--- src/rtl/apb_master_bridge.sv ---
// ---------------------------------------------------------------------------
// apb_master_bridge
//
// Purpose
//   APB initiator that sits between the CPU data-bus port and the APB
//   peripheral slaves. It takes one CPU load/store at a time, maps the address
//   onto one of NUM_SLAVES equally sized regions, and runs the APB
//   SETUP/ACCESS sequence. When the transfer ends it returns the read data
//   together with a one-cycle done pulse. If the selected slave holds PREADY
//   low for too long, a wait-state timeout ends the transfer so the CPU does
//   not hang.
//
// Parameters
//   NUM_SLAVES     number of PSEL lines / slave regions
//   BASE_ADDR      first byte address of the APB region
//   SLV_SIZE_LOG2  log2 of the byte size of one slave region
//   TIMEOUT_CYC    maximum ACCESS cycles without PREADY (0 disables)
//
// Ports
//   PCLK        clock, all logic on the rising edge
//   PRESET      synchronous active-high reset
//   i_req       CPU request, only looked at while idle
//   i_we        1 = write, 0 = read
//   i_addr      byte address
//   i_wdata     write data
//   o_rdata     read data, valid while o_ready = 1 (zero otherwise)
//   o_ready     one-cycle transfer-complete pulse
//   o_err       qualifies o_ready: unmapped address or timeout
//   PADDR       APB address (full captured request address)
//   PWDATA      APB write data
//   PWRITE      APB direction
//   PENABLE     APB access phase
//   PSEL        one-hot slave select
//   PRDATA_ALL  slave k read data in bits [32k+31:32k]
//   PREADY_ALL  slave k ready in bit k
// ---------------------------------------------------------------------------
module apb_master_bridge #(
    parameter int          NUM_SLAVES    = 4,
    parameter logic [31:0] BASE_ADDR     = 32'h1000_0000,
    parameter int          SLV_SIZE_LOG2 = 12,
    parameter int          TIMEOUT_CYC   = 255
) (
    input  logic                       PCLK,
    input  logic                       PRESET,

    input  logic                       i_req,
    input  logic                       i_we,
    input  logic [31:0]                i_addr,
    input  logic [31:0]                i_wdata,
    output logic [31:0]                o_rdata,
    output logic                       o_ready,
    output logic                       o_err,

    output logic [31:0]                PADDR,
    output logic [31:0]                PWDATA,
    output logic                       PWRITE,
    output logic                       PENABLE,
    output logic [NUM_SLAVES-1:0]      PSEL,
    input  logic [32*NUM_SLAVES-1:0]   PRDATA_ALL,
    input  logic [NUM_SLAVES-1:0]      PREADY_ALL
);

    // The counter only ever has to hold values up to TIMEOUT_CYC-1.
    localparam int TO_W = (TIMEOUT_CYC > 1) ? $clog2(TIMEOUT_CYC + 1) : 1;

    localparam logic [1:0] ST_IDLE   = 2'd0;
    localparam logic [1:0] ST_SETUP  = 2'd1;
    localparam logic [1:0] ST_ACCESS = 2'd2;

    logic [1:0]      state;
    logic [TO_W-1:0] to_cnt;

    logic                  req_hit;
    logic [NUM_SLAVES-1:0] req_sel;
    logic                  pready_sel;
    logic [31:0]           prdata_sel;
    logic                  to_expire;

    // -----------------------------------------------------------------------
    // Address decode helpers
    // -----------------------------------------------------------------------
    // The range check must happen before the subtraction is trusted: an
    // address below BASE_ADDR wraps to a huge offset, but it is rejected by
    // the first term anyway.
    function automatic logic decode_hit(input logic [31:0] addr);
        logic [31:0] off;
        logic [31:0] idx;
        off = addr - BASE_ADDR;
        idx = off >> SLV_SIZE_LOG2;
        return (addr >= BASE_ADDR) && (idx < 32'(NUM_SLAVES));
    endfunction

    // One-hot select for the region that holds addr; all-zero on a miss.
    function automatic logic [NUM_SLAVES-1:0] decode_sel(input logic [31:0] addr);
        logic [31:0]           off;
        logic [31:0]           idx;
        logic [NUM_SLAVES-1:0] sel;
        off = addr - BASE_ADDR;
        idx = off >> SLV_SIZE_LOG2;
        sel = '0;
        for (int k = 0; k < NUM_SLAVES; k++) begin
            if ((addr >= BASE_ADDR) && (idx == 32'(k))) begin
                sel[k] = 1'b1;
            end
        end
        return sel;
    endfunction

    always_comb begin
        req_hit = decode_hit(i_addr);
        req_sel = decode_sel(i_addr);
    end

    // -----------------------------------------------------------------------
    // Slave response mux
    // -----------------------------------------------------------------------
    // PSEL is held for the whole transfer, so it serves directly as the mux
    // select. Lines of unselected slaves never reach the state machine.
    always_comb begin
        pready_sel = 1'b0;
        prdata_sel = '0;
        for (int k = 0; k < NUM_SLAVES; k++) begin
            if (PSEL[k]) begin
                pready_sel = PREADY_ALL[k];
                prdata_sel = PRDATA_ALL[32*k +: 32];
            end
        end
    end

    // to_cnt counts the ACCESS cycles already spent without PREADY. The
    // current cycle is the TIMEOUT_CYC-th once to_cnt reaches TIMEOUT_CYC-1.
    // PREADY in that same cycle still takes priority.
    always_comb begin
        to_expire = (TIMEOUT_CYC != 0) &&
                    ((32'(to_cnt) + 32'd1) == 32'(TIMEOUT_CYC));
    end

    // -----------------------------------------------------------------------
    // Transfer state machine; every output is a register
    // -----------------------------------------------------------------------
    always_ff @(posedge PCLK) begin
        if (PRESET) begin
            state   <= ST_IDLE;
            to_cnt  <= '0;
            o_rdata <= '0;
            o_ready <= 1'b0;
            o_err   <= 1'b0;
            PADDR   <= '0;
            PWDATA  <= '0;
            PWRITE  <= 1'b0;
            PENABLE <= 1'b0;
            PSEL    <= '0;
        end else begin
            // The done pulse and its data last exactly one cycle.
            o_ready <= 1'b0;
            o_err   <= 1'b0;
            o_rdata <= '0;

            case (state)
                ST_IDLE: begin
                    if (i_req) begin
                        if (req_hit) begin
                            // Request fields are captured here only. Later
                            // changes on i_addr/i_we/i_wdata have no effect.
                            PADDR   <= i_addr;
                            PWDATA  <= i_wdata;
                            PWRITE  <= i_we;
                            PSEL    <= req_sel;
                            PENABLE <= 1'b0;
                            state   <= ST_SETUP;
                        end else begin
                            // Unmapped: answer at once, the bus stays quiet.
                            o_ready <= 1'b1;
                            o_err   <= 1'b1;
                        end
                    end
                end

                ST_SETUP: begin
                    PENABLE <= 1'b1;
                    to_cnt  <= '0;
                    state   <= ST_ACCESS;
                end

                ST_ACCESS: begin
                    if (pready_sel) begin
                        o_ready <= 1'b1;
                        o_rdata <= PWRITE ? 32'd0 : prdata_sel;
                        PSEL    <= '0;
                        PENABLE <= 1'b0;
                        state   <= ST_IDLE;
                    end else if (to_expire) begin
                        o_ready <= 1'b1;
                        o_err   <= 1'b1;
                        PSEL    <= '0;
                        PENABLE <= 1'b0;
                        state   <= ST_IDLE;
                    end else begin
                        to_cnt <= to_cnt + 1'b1;
                    end
                end

                default: begin
                    // Unused encoding: drop the bus and return to idle.
                    PSEL    <= '0;
                    PENABLE <= 1'b0;
                    state   <= ST_IDLE;
                end
            endcase
        end
    end

endmodule

--- config.mk ---
export PLATFORM = sky130hd
export DESIGN_NAME = apb_master_bridge
export DESIGN_NICKNAME = d
export VERILOG_FILES = /design/src/rtl/apb_master_bridge.sv
export SDC_FILE = /design/constraint.sdc
export NUM_CORES = 1
export LEC_CHECK = 0
export BUFFER_PORTS_ARGS = -buffer_cell sky130_fd_sc_hd__buf_2
export CORE_AREA = 2 2 119 121
export CTS_CLUSTER_SIZE = 20
export DETAILED_ROUTE_END_ITERATION = 6
export DIE_AREA = 0 0 121 123
export GPL_TIMING_DRIVEN = 0
export PLACE_DENSITY = 0.75
export SLEW_MARGIN = 10
export SYNTH_ARGS = -nofsm -noshare
export SYNTH_HDL_FRONTEND = slang
export SYNTH_SLANG_ARGS = --single-unit
--- constraint.sdc ---
create_clock -name PCLK -period 3.5 [get_ports PCLK]
set_input_delay 0.875 -clock PCLK [delete_from_list [all_inputs] [get_ports PCLK]]
set_output_delay 0.875 -clock PCLK [all_outputs]
set_load 0.005 [all_outputs]
# == Word level (Yosys, flattened, before mapping) ==
# Cells that the tools add are included.
# classes
addsub,3
magnitude_cmp,2
eq_ne,11
mux,37
bitwise,3
n_reduce_logical,13
# op_table
operator,n
32-bit two-way mux,4
20-bit by 2-bit == test with 1-bit output (second input constant),2
32-bit by 29-bit >= comparator with 1-bit output (second input constant),1
32-bit zero test,1
32-bit by 29-bit subtractor with 32-bit output (second input constant),1
20-bit by 1-bit == test with 1-bit output (second input constant),1
20-bit by 3-bit less-than comparator with 1-bit output (second input constant),1
1-bit two-way mux,17
4-bit two-way mux,4
8-bit two-way mux,2
8-bit case mux with 2 select lines,1
4-bit case mux with 3 select lines,1
8-bit by 1-bit adder with 9-bit output (second input constant),1
9-bit by 8-bit == test with 1-bit output (second input constant),1
3-bit AND reduction,3
8-bit by 1-bit adder with 8-bit output (second input constant),1
2-bit two-way mux,4
2-bit inequality test (second input constant),4
2-bit case mux with 3 select lines,1
1-bit logical AND,5
1-bit case mux with 2 select lines,2
4-bit AND reduction,1
4-bit OR reduction,1
3-bit inequality test (second input constant),1
other kinds (6),8
# totals
register_bits,114
in_bits,200
output_inout_bits,104
word_cells,79

# == Longest topological paths before layout ==
# depth
ltp_word,7
ltp_mapped,8
depth_no_buf,6

# == Least setup slack after synthesis ==
# No wires, ideal clock.
# synth_timing
path_type,input to register
start,in i_addr[29]
end,reg PSEL[2]
arrival_time_ns,2.195
setup_slack_ns,1.234
stages,5
path_buffers,0
path_cell_list,nor3_1 nand4_1 nand4b_1 or4b_1 o2bb2ai_1
# synth_between
elab_chain_cells,7
elab_cells_between_ends,12
classes_between,add/sub (1); order compare (2); eq/ne (2); mux (4); reduce/logical (3)
# synth_rtl
item,line,source
"start, declared",48,"input logic [31:0] i_addr,"
branches (longest 7 deep; another with 32-bit by 29-bit subtractor with 32-bit output),-,
"end signal, assigned",168,PSEL <= req_sel;
"end, declared",58,"output logic [NUM_SLAVES-1:0] PSEL,"
# Parallel ways; which one is timed is not known. The select of a mux whose other input is x is not followed.
# A chain may end at the register's enable or synchronous reset.

# == Final worst setup path ==
# layout_timing
start,in i_addr[29]
end,reg PSEL[1]
# layout_between
elab_chain_cells,7
elab_cells_between_ends,12
classes_between,add/sub (1); order compare (2); eq/ne (2); mux (4); reduce/logical (3)
# layout_rtl
item
branches (longest 7 deep; another with 32-bit by 29-bit subtractor with 32-bit output)
# Parallel ways; which one is timed is not known. The select of a mux whose other input is x is not followed.

==> impl_metrics.ini <==
[grt]
grt_max_degree = 17
track_usage = 0.2184
first_global_vias = 5171
overflow = 0
grt_pass1_wl_mm = 24.96
antenna_found_initial = 1

[clocking]
ctsLongestPathBuffers = 2
cts_made_buffers = 17
cts_root_buf = clkbuf_16
cts_setup_buffers = 0
insertion_delay_ps = 410
cts_tree = yes
cts.clk_slew.worst_paths_ps = 70
clock_sinks = 113
hold_buffers = 0
cts.htree.levels = 4
cts_resized = 0

[detailed_routing]
vias = 5391
wl_met1_mm = 6.504
drc_errors = 0
wl_met3_mm = 1.571
drt.antenna.violating_nets = 0
drtIter0Drc = 288
highest-signal-layer = met4
dr_wl_met2_mm = 8.699
wl_per_cell_um = 15.73
dr.pass1.iters = 7
via_per_inst = 4.950
finalWirelength_mm = 17.13

[floorplan]
core_region_area_mm2 = 0.01361
die_h_um = 123
dieArea_mm2 = 0.01488
rows = 43
pin_count = 304
start_util = 0.3476
die_x_um = 121

[logic_synthesis]
synth_edf_count = 0
yosys_warnings = 0
yosysSeqAreaShare = 0.4782
async_flop_share = 0
ys_types = 52
synth.net_count = 773
syn-instance-count = 571
yosys_register_bits = 113
syn_avg_cell_area_um2 = 8.285
ys.flop_type = dfxtp_1
syn_area_mm2 = 0.004731

[sta]
fmax_mhz = 410.1
fin_crit_ps = 2438
setup_viol = 0
tns_ps = 0
slew_headroom = 0.5612
report.final.slew_viol_count = 0
hold_viol_final = 0
worst_pin_slew_ps = 657.0
finalClockSkew_ps = 7.011
rsz0062_at_grt = false
fin_crit_sh = 0.6966

[worst_hold_path]
worst_hold_path_type = flip-flop to flip-flop

[power_and_ir_drop]
total_leakage_power_nw = 3.145
ir_drop_mv = 0.3254
p_per_area_mw_per_mm2 = 447.4

[placement]
hpwlAfterDp_mm = 13.44
placedCellCount = 1054
place.gp.congestion = 0.7835
port_buffers = 303

[outcome]
outcome = finished, final reports clean

[setup_path]
cp.required_ps = 3850
critPathLaunchType = input port
worstPathArrival_ps = 2790
critPathBufInv = 2
cpLargestDelayFamily = simple AND/OR/NAND/NOR gates
worstSetupPathType = input port to flip-flop
endpoint_kind = flip-flop
worst_path_max_delay_cell = nor3_1
crit_path_cell_trace = buf_2, nor3_1, nand4_1, nand4b_1, clkbuf_8, nor4_1, a22o_1
worstPathMaxFanout = 10
cpPeakStageDelay_ps = 370

[cells_and_area]
stdcell_count = 1089
fin_nets = 1095
n_fill_cell = 1338
drive_gt1_frac = 0.3918
final_util = 0.5194
area_growth_pct = 49.46

[run]
cap_viol_max_count = 0
==> cells by family after synthesis <==
family,synth area share
mux,0.002116
buf+inv,0.04681
xor+xnor,0.005555
fa+ha+maj,0.005289
flops,0.4782
compound gates,0.1947
simple gates,0.2674
==> metal layers <==
layer	track usage	up-vias
li1	-	2660
met1	0.2320	2462
met2	0.3912	242
met3	0.08256	27
met4	0.08576	0
met5	0	-
==> final timing paths <==
check | slack (ps) | start | depth (start not counted) | to
max | 1060 | i_addr[29] | 7 | PSEL[1]
min | 450 | PWDATA[25] | 2 | PWDATA[25]
max reg2reg | 1140 | to_cnt[1] | 6 | PSEL[1]
min reg2reg | 450 | PWDATA[25] | 2 | PWDATA[25]
==> metrics by stage <==
stage	worst slack (ps)	instance area, um^2	hold slack [ps]	power, mW
after detailed placement	613.4	6472	438.1	1.463
after CTS	1036	7063	448.4	3.189
after global routing	925.5	7066	465.7	3.268
after floorplan	1234	4731	448.2	1.338
after global placement	649.6	6472	434.2	1.462
final	1062	7071	446.9	3.163
==> final cells by class <==
| class | count | area, um^2 | share of cell area |
|---|---|---|---|
| multi-input combinational | 410 | 2247 | 0.3178 |
| timing repair buffer | 303 | 1516 | 0.2145 |
| antenna | 3 | 7.507 | 0.001062 |
| buffer | 42 | 198.9 | 0.02814 |
| sequential | 113 | 2262 | 0.3199 |
| inverter | 6 | 22.52 | 0.003185 |
| clock buffer | 17 | 425.4 | 0.06017 |
| tap | 180 | 225.2 | 0.03185 |
| clock inverter | 15 | 165.2 | 0.02336 |
==> cells in the mapped netlist (2+ instances only) <==
library cell    n  area share
or4_2           2      0.0037
o21ai_0         5      0.0053
and2_1         17       0.022
ha_1            2      0.0053
xnor2_1         2      0.0037
o311ai_0        2      0.0037
nor4_1          6      0.0079
o31ai_1         3      0.0048
clkbuf_1       34       0.027
a22o_1          2      0.0037
nand4_1         3      0.0040
nor3_1         34       0.036
clkbuf_8        3      0.0087
o2bb2ai_1       2      0.0037
nor2b_1        33       0.044
nor3b_1         2      0.0032
nor4b_1         2      0.0037
buf_2           3      0.0032
nand3_1         3      0.0032
o211ai_1        2      0.0032
inv_1           6      0.0048
dfxtp_1       113        0.48
nor2_1         44       0.035
a211oi_1        2      0.0032
or2_2           2      0.0026
a21oi_1        82       0.087
nand2_1       104       0.083
a221oi_1       32       0.059
==> worst register-to-register path, cell delays in order, from the launching register on <==
cell	delay, ps
dfxtp_1	380
ha_1	250
nand3_2	120
or3_4	400
a2111oi_4	650
o31ai_2	190
a22o_1	260
==> cells in the final DEF (no fill, tap or decap), types with 3 or more instances in the layout <==
master / netlist / final
o31ai_1: 3 / 3
nor3_1: 34 / 34
a221oi_1: 32 / 32
and2_1: 17 / 17
clkbuf_1: 34 / 34
dfxtp_1: 113 / 113
clkbuf_8: 3 / 3
clkbuf_16: 0 / 17
nor2b_1: 33 / 33
nand2_1: 104 / 104
nand4_1: 3 / 3
diode_2: 0 / 3
inv_6: 0 / 7
a21oi_1: 82 / 82
nor4_1: 6 / 6
buf_2: 3 / 306
nor2_1: 44 / 44
inv_1: 6 / 6
inv_8: 0 / 3
o21ai_0: 5 / 5
nand3_1: 3 / 3
==> state kept, by name, summed over array words and instances, names as in the netlist <==
signal and cells:
PADDR 32, to_cnt 8, o_err 1, PWRITE 1, state 1, PENABLE 1
o_rdata 32, PWDATA 32, PSEL 4, o_ready 1
==> report_power, final <==
| part | internal, mW | leakage, nW | switching, mW |
|---|---|---|---|
| clock network | 1.01 | 0.285 | 0.715 |
| logic | 0.0860 | 1.95 | 0.0614 |
| registers | 1.29 | 0.910 | 0.000242 |
Power figures use the tool's default switching activity.
